## config.mk

```make
export PLATFORM = sky130hd
export DESIGN_NAME = muldiv_unit
export DESIGN_NICKNAME = d
export VERILOG_FILES = /design/src/rtl/muldiv_unit.sv
export SDC_FILE = /design/constraint.sdc
export NUM_CORES = 1
export LEC_CHECK = 0
export ABC_AREA = 1
export CAP_MARGIN = 20
export CELL_PAD_IN_SITES_DETAIL_PLACEMENT = 0
export CELL_PAD_IN_SITES_GLOBAL_PLACEMENT = 1
export CORE_UTILIZATION = 43
export DETAILED_ROUTE_END_ITERATION = 8
export PLACE_DENSITY_LB_ADDON = 0.1
export RECOVER_POWER = 100
export REMOVE_ABC_BUFFERS = 1
export SYNTH_ARGS = -nofsm -noshare
export SYNTH_HDL_FRONTEND = slang
export SYNTH_SLANG_ARGS = --single-unit
export TNS_END_PERCENT = 10
```

## constraint.sdc

```tcl
create_clock -name clk -period 3.71 [get_ports clk]
set_input_delay 0.9275 -clock clk [delete_from_list [all_inputs] [get_ports clk]]
set_output_delay 0.9275 -clock clk [all_outputs]
set_load 0.01 [all_outputs]
```

## src/rtl/muldiv_unit.sv

```systemverilog
// muldiv_unit: iterative RV32M multiply/divide unit for the EX stage.
// Multiplies use MSB-first shift-add into a 64-bit accumulator; divides use
// restoring shift-subtract with a 33-bit partial remainder. Divide-by-zero and
// signed overflow complete on a one-cycle path.
// Optional build macro MULDIV_FAST_MUL_EN: multiplies use a single-cycle '*'.
module muldiv_unit #(
  parameter int unsigned XLEN = 32
) (
  input  logic            clk,
  input  logic            rstn,
  input  logic            start,
  input  logic [2:0]      funct3,
  input  logic [XLEN-1:0] op_A,
  input  logic [XLEN-1:0] op_B,
  input  logic            flush,
  output logic            busy,
  output logic            done,
  output logic [XLEN-1:0] result
);

  typedef enum logic [1:0] {S_IDLE, S_CALC, S_FIX, S_DONE} state_t;

  state_t      r_state, w_next;
  logic [2:0]  r_op;
  logic [31:0] r_a, r_b;
  logic        r_sa, r_sb;
  logic [63:0] r_acc;
  logic [31:0] r_rem;
  logic [4:0]  r_cnt;
  logic [31:0] r_result;

  logic        w_accept, w_a_signed, w_b_signed, w_sa, w_sb;
  logic [31:0] w_a_mag, w_b_mag;
  logic        w_div_zero, w_div_ovf, w_special, w_fast, w_short;
  logic [31:0] w_special_res, w_fast_res, w_short_res;
  logic [32:0] w_rem_sh;
  logic        w_ge;
  logic [31:0] w_rem_nx;
  logic [63:0] w_acc_nx, w_prod;
  logic [31:0] w_quot, w_remv, w_fix;

  // Operand decode at accept: signedness, magnitudes and the one-cycle cases
  always_comb begin
    w_accept      = (r_state == S_IDLE) && start && !flush;
    w_a_signed    = (funct3 == 3'd1) || (funct3 == 3'd2) || (funct3 == 3'd4) || (funct3 == 3'd6);
    w_b_signed    = (funct3 == 3'd1) || (funct3 == 3'd4) || (funct3 == 3'd6);
    w_sa          = w_a_signed && op_A[31];
    w_sb          = w_b_signed && op_B[31];
    w_a_mag       = w_sa ? ('0 - op_A) : op_A;
    w_b_mag       = w_sb ? ('0 - op_B) : op_B;
    w_div_zero    = funct3[2] && (op_B == '0);
    w_div_ovf     = funct3[2] && !funct3[0] && (op_A == 32'h8000_0000) && (op_B == '1);
    w_special     = w_div_zero || w_div_ovf;
    w_special_res = funct3[1] ? (w_div_zero ? op_A : '0)
                              : (w_div_zero ? '1 : 32'h8000_0000);
    w_short       = w_special || w_fast;
    w_short_res   = w_special ? w_special_res : w_fast_res;
  end

`ifdef MULDIV_FAST_MUL_EN
  logic signed [65:0] w_fast_full;
  // Single-cycle multiply on 33-bit sign/zero-extended operands
  always_comb begin
    w_fast_full = $signed({w_sa, op_A}) * $signed({w_sb, op_B});
    w_fast      = !funct3[2];
    w_fast_res  = (funct3 == 3'd0) ? w_fast_full[31:0] : w_fast_full[63:32];
  end
`else
  // Multiplies take the iterative path in this build
  always_comb begin
    w_fast     = 1'b0;
    w_fast_res = '0;
  end
`endif

  // One iteration step: shift-add for multiply, restoring subtract for divide
  always_comb begin
    w_rem_sh = {r_rem, r_a[r_cnt]};
    w_ge     = (w_rem_sh >= {1'b0, r_b});
    w_rem_nx = w_ge ? 32'(w_rem_sh - {1'b0, r_b}) : w_rem_sh[31:0];
    if (r_op[2]) w_acc_nx = {r_acc[62:0], w_ge};
    else         w_acc_nx = {r_acc[62:0], 1'b0} + (r_b[r_cnt] ? {32'h0, r_a} : 64'h0);
  end

  // Sign correction and result selection
  always_comb begin
    w_prod = (r_sa ^ r_sb) ? ('0 - r_acc) : r_acc;
    w_quot = (r_sa ^ r_sb) ? ('0 - r_acc[31:0]) : r_acc[31:0];
    w_remv = r_sa ? ('0 - r_rem) : r_rem;
    w_fix  = '0;
    unique case (r_op)
      3'd0:               w_fix = w_prod[31:0];
      3'd1, 3'd2, 3'd3:   w_fix = w_prod[63:32];
      3'd4, 3'd5:         w_fix = w_quot;
      default:            w_fix = w_remv;
    endcase
  end

  // Next-state logic
  always_comb begin
    w_next = r_state;
    unique case (r_state)
      S_IDLE: if (w_accept) w_next = w_short ? S_DONE : S_CALC;
      S_CALC: begin
        if (flush)              w_next = S_IDLE;
        else if (r_cnt == 5'd0) w_next = S_FIX;
      end
      S_FIX:  w_next = flush ? S_IDLE : S_DONE;
      S_DONE: w_next = S_IDLE;
      default: w_next = S_IDLE;
    endcase
  end

  // State register
  always_ff @(posedge clk) begin
    if (!rstn) r_state <= S_IDLE;
    else       r_state <= w_next;
  end

  // Datapath registers: latch at accept, iterate in CALC, commit result in FIX
  always_ff @(posedge clk) begin
    if (!rstn) begin
      r_op     <= '0;
      r_a      <= '0;
      r_b      <= '0;
      r_sa     <= 1'b0;
      r_sb     <= 1'b0;
      r_acc    <= '0;
      r_rem    <= '0;
      r_cnt    <= '0;
      r_result <= '0;
    end else begin
      unique case (r_state)
        S_IDLE: if (w_accept) begin
          r_op  <= funct3;
          r_a   <= w_a_mag;
          r_b   <= w_b_mag;
          r_sa  <= w_sa;
          r_sb  <= w_sb;
          r_acc <= '0;
          r_rem <= '0;
          r_cnt <= 5'd31;
          if (w_short) r_result <= w_short_res;
        end
        S_CALC: begin
          r_acc <= w_acc_nx;
          if (r_op[2]) r_rem <= w_rem_nx;
          r_cnt <= r_cnt - 5'd1;
        end
        S_FIX: if (!flush) r_result <= w_fix;
        default: ;
      endcase
    end
  end

  assign busy   = (r_state != S_IDLE);
  assign done   = (r_state == S_DONE);
  assign result = r_result;

endmodule

```

==> impl_metrics.toml <==
[sta]
worst_clock_skew_ns = 0.0246
tightest_slew_ns = 1.58
fin_setup_tns_ns = 0
setup-violations-final = 0
timing.final.crit_share_pct = 96.3
postLayoutSetupSlackWorst_ns = 0.136
max_clock_freq_mhz = 280
setup_repair_after_global_routing_missed_its_margin = "yes"
final_period_demand_of_the_worst_path_ns = 3.57
fin_hold_ws_ns = 0.472
final-max-slew-violation-count = 85
finalHoldViolations = 0
worst_slew_margin_pct = -5.57

[setup_path]
critical_path_required_ns = 4.21
critical_path_arrival_ns = 4.08
critical_path_class = "reg -> reg"
cpLargestDelayFamily = "simple AND/OR/NAND/NOR gates"
cell_chain_critical_path = "inv_1 -> buf_12 -> a21oi_1 -> o21ai_1 -> nand3_1 -> nand3_1 -> nand4_1 -> nand2_4 -> buf_12 -> nor2_1 -> ha_1 -> a21oi_1 -> nand2_1 -> nand2_1 -> nand2_1 -> nand2_1 -> nand2_1 -> nand2_1 -> nand3_2 -> nand3_1 -> nand3_1 -> a21oi_1"
worstPathMaxFanout = 31
category_of_the_worst_setup_path_capture_point = "flip-flop"
critical_path_buf_inv_count = 3
worst_path_largest_cell_delay_ns = 0.34
critPathSlowestCell = "ha_1"
worstSetupStartpointType = "flip-flop"
path_common_cell = "nand2_1"

[cells_and_area]
area_growth_syn_to_layout_pct = 14.2
n_fill_cell = 5086
multiInputGateArea_sq_um = 14100
register_area_sq_um = 4080
post_route_cells_drive_above_1_share_pct = 7.11
layout.cells.most_common_list = "nand2_1, inv_1, nor2_1"
mostFrequentLayoutCell = "nand2_1"
count_of_nets_after_finishing = 3823

[pwr]
net_switching_power_uw = 3320
cellLeakagePower_uw = 0.0111
power_density_nw_per_um2 = 350
p_clk_share_pct = 33.2
pwr-share-seq_pct = 29.4
internal_power_uw = 4820
combPwrFrac_pct = 37.4
max-vdd-ir-drop_uv = 361
switching_share_pct = 40.8
power.total_uw = 8140

[clock_tree]
clk_transition_reported_paths_ns = 0.06
cts_buffer_depth = 3
root_buffer = "clkbuf_16"
cts_made_buffers = 26
cts_num_sinks = 204
tritoncts = "done"
htree_levels = 1
postCtsSetupRepairBufs = 0
worstSkewPairLatency_ns = 0.59

[synth]
syn-instance-count = 3621
yosys_warnings = 0
synthesis.area_sq_um = 20400
syn_area_per_cell_sq_um = 5.62
seq_cells_post_synth = 204
synth.yosys.seq_area_share_pct = 20.1
netlist-cell-type-count = 61

[status]
violations = "max-capacitance violations, max-slew violations"
run_status = "complete, but fails checks"

[place]
pre_cts_slack_ns = -0.0475
gpl.final_weighted_congestion = 1.07
place.detailed.hpwl_um = 74800
port-buffer-count = 104

[drt]
first_iter_violations = 3157
drc = 0
ant_nets = 0
avgRoutedWirePerCell_um = 21.8
num_vias = 25400
vias_per_cell = 5.90
drt_first_pass_iters = 8
wirelength_um = 93700

[die]
chipWidth_um = 220
fp-row-count = 79
core_area_sq_um = 46700
initial_core_util_pct = 43.6
die_height_um = 220
die_area_sq_um = 48200
floorplan.io_pins = 105

[global_routing]
grt_max_degree = 85
grt_util_all_layers_pct = 37.7
grt_antenna_before_repair = 4
grt_first_pass_wirelength_um = 138000
grt.overflow.total = 0
first_global_vias = 22500

[flow_run]
drv_cap = 1

[min_path]
hold_path_class = "reg -> reg"
per-stage QoR:
stage               util, %  cells  cell area [sq um]
floorplan                 -   3473              19600
global placement       47.3   4257              22100
detailed placement     47.4   4258              22100
CTS                    49.3   4304              23000
global route           49.8   4305              23200
finish                 49.8   4306              23200
metal layers:
layer / GRT usage (%) / wire length [um]
met1: 54.7 / 41600
met2: 56.2 / 38900
met3: 6.27 / 9490
met4: 12.1 / 3600
met5: 0 / 30
layout make-up:
cell class,instances,share of cell area (%)
Sequential cell,204,17.6
Timing Repair Buffer,179,7.32
Antenna cell,1,0.0108
Clock inverter,11,0.695
Tap cell,607,3.27
Multi-Input combinational cell,2817,60.7
Inverter,452,7.31
Clock buffer,35,3.16
cells in the mapped netlist (all sizes together):
master | count | area share (%)
nand3 | 373 | 9.4
clkinv | 2 | 0.037
o221ai | 3 | 0.13
clkbuf | 68 | 1.3
o31ai | 4 | 0.15
nor3b | 1 | 0.037
nor3 | 38 | 1.1
o21bai | 4 | 0.15
o21ai | 290 | 7.2
buf | 80 | 2.3
o21a | 2 | 0.074
xor2 | 56 | 2.4
fa | 2 | 0.20
o22ai | 6 | 0.18
nand2 | 938 | 18
a21o | 2 | 0.074
a22oi | 3 | 0.11
nand3b | 24 | 0.89
and2 | 1 | 0.031
and3b | 1 | 0.043
dfxtp | 204 | 20
inv | 450 | 8.3
a31oi | 12 | 0.40
nor4 | 18 | 0.58
nor2 | 464 | 9.0
or3 | 1 | 0.031
or4 | 1 | 0.037
a21oi | 360 | 9.0
a31o | 1 | 0.043
nand4 | 68 | 2.2
a211oi | 2 | 0.074
a21boi | 1 | 0.037
a221oi | 1 | 0.043
ha | 70 | 4.3
xnor2 | 21 | 0.90
or2 | 16 | 0.49
a32o | 1 | 0.049
a32oi | 1 | 0.043
o211ai | 31 | 1.2
power groups by stage:
stage               logic, uW  clock network [uW]  registers, uW
global placement         2850                   0           2430
global route             3260                2810           2400
finish                   3040                2700           2400
CTS                      2890                2720           2390
floorplan                1770                   0           2430
detailed placement       2880                   0           2440
worst min-delay path, cell delays in order (launching register included):
cell and delay, ns:
dfxtp_1 0.31, nand2_1 0.06, a21oi_1 0.06
sequential cells by signal, indices dropped and copies added (netlist names):
| register | flops |
|---|---|
| r_a | 32 |
| result | 32 |
| r_b | 32 |
| r_state | 2 |
| r_sa | 1 |
| r_op | 3 |
| r_acc | 64 |
| r_sb | 1 |
| r_rem | 32 |
| r_cnt | 5 |
final timing paths:
| kind | cells after the start | slack, ns | startpoint | to |
|---|---|---|---|---|
| max | 22 | 0.14 | r_cnt[0]$_SDFFE_PN0P_ | r_acc[60]$_SDFFE_PN0P_ |
| min | 2 | 0.47 | result[25]$_SDFFE_PN0P_ | result[25]$_SDFFE_PN0P_ |
| max reg2reg | 22 | 0.14 | r_cnt[0]$_SDFFE_PN0P_ | r_acc[60]$_SDFFE_PN0P_ |
| min reg2reg | 2 | 0.47 | result[25]$_SDFFE_PN0P_ | result[25]$_SDFFE_PN0P_ |
repair_timing:
| action | 4_1_cts | 5_1_grt |
|---|---|---|
| cloned | 0 | 1 |
| hold buffers | 0 | 0 |
| pin swaps | 0 | 3 |
| resized for setup | 2 | 73 |
| endpoints found under the setup margin | 4 | 57 |
cells by family (layout without fill, tap and decap cells):
logic type	after synthesis	in the layout	synth area share (%)
adders and majority gates	72	72	4.50
other	0	1	0
AOI/OAI and AO/OA	724	724	18.9
xor gates and xnor gates	77	77	3.31
DFF	204	204	20.1
buffers and inverters	600	677	11.9
and+or+nand+nor	1944	1944	41.3
No activity file was read; power rests on OpenSTA's default activity.
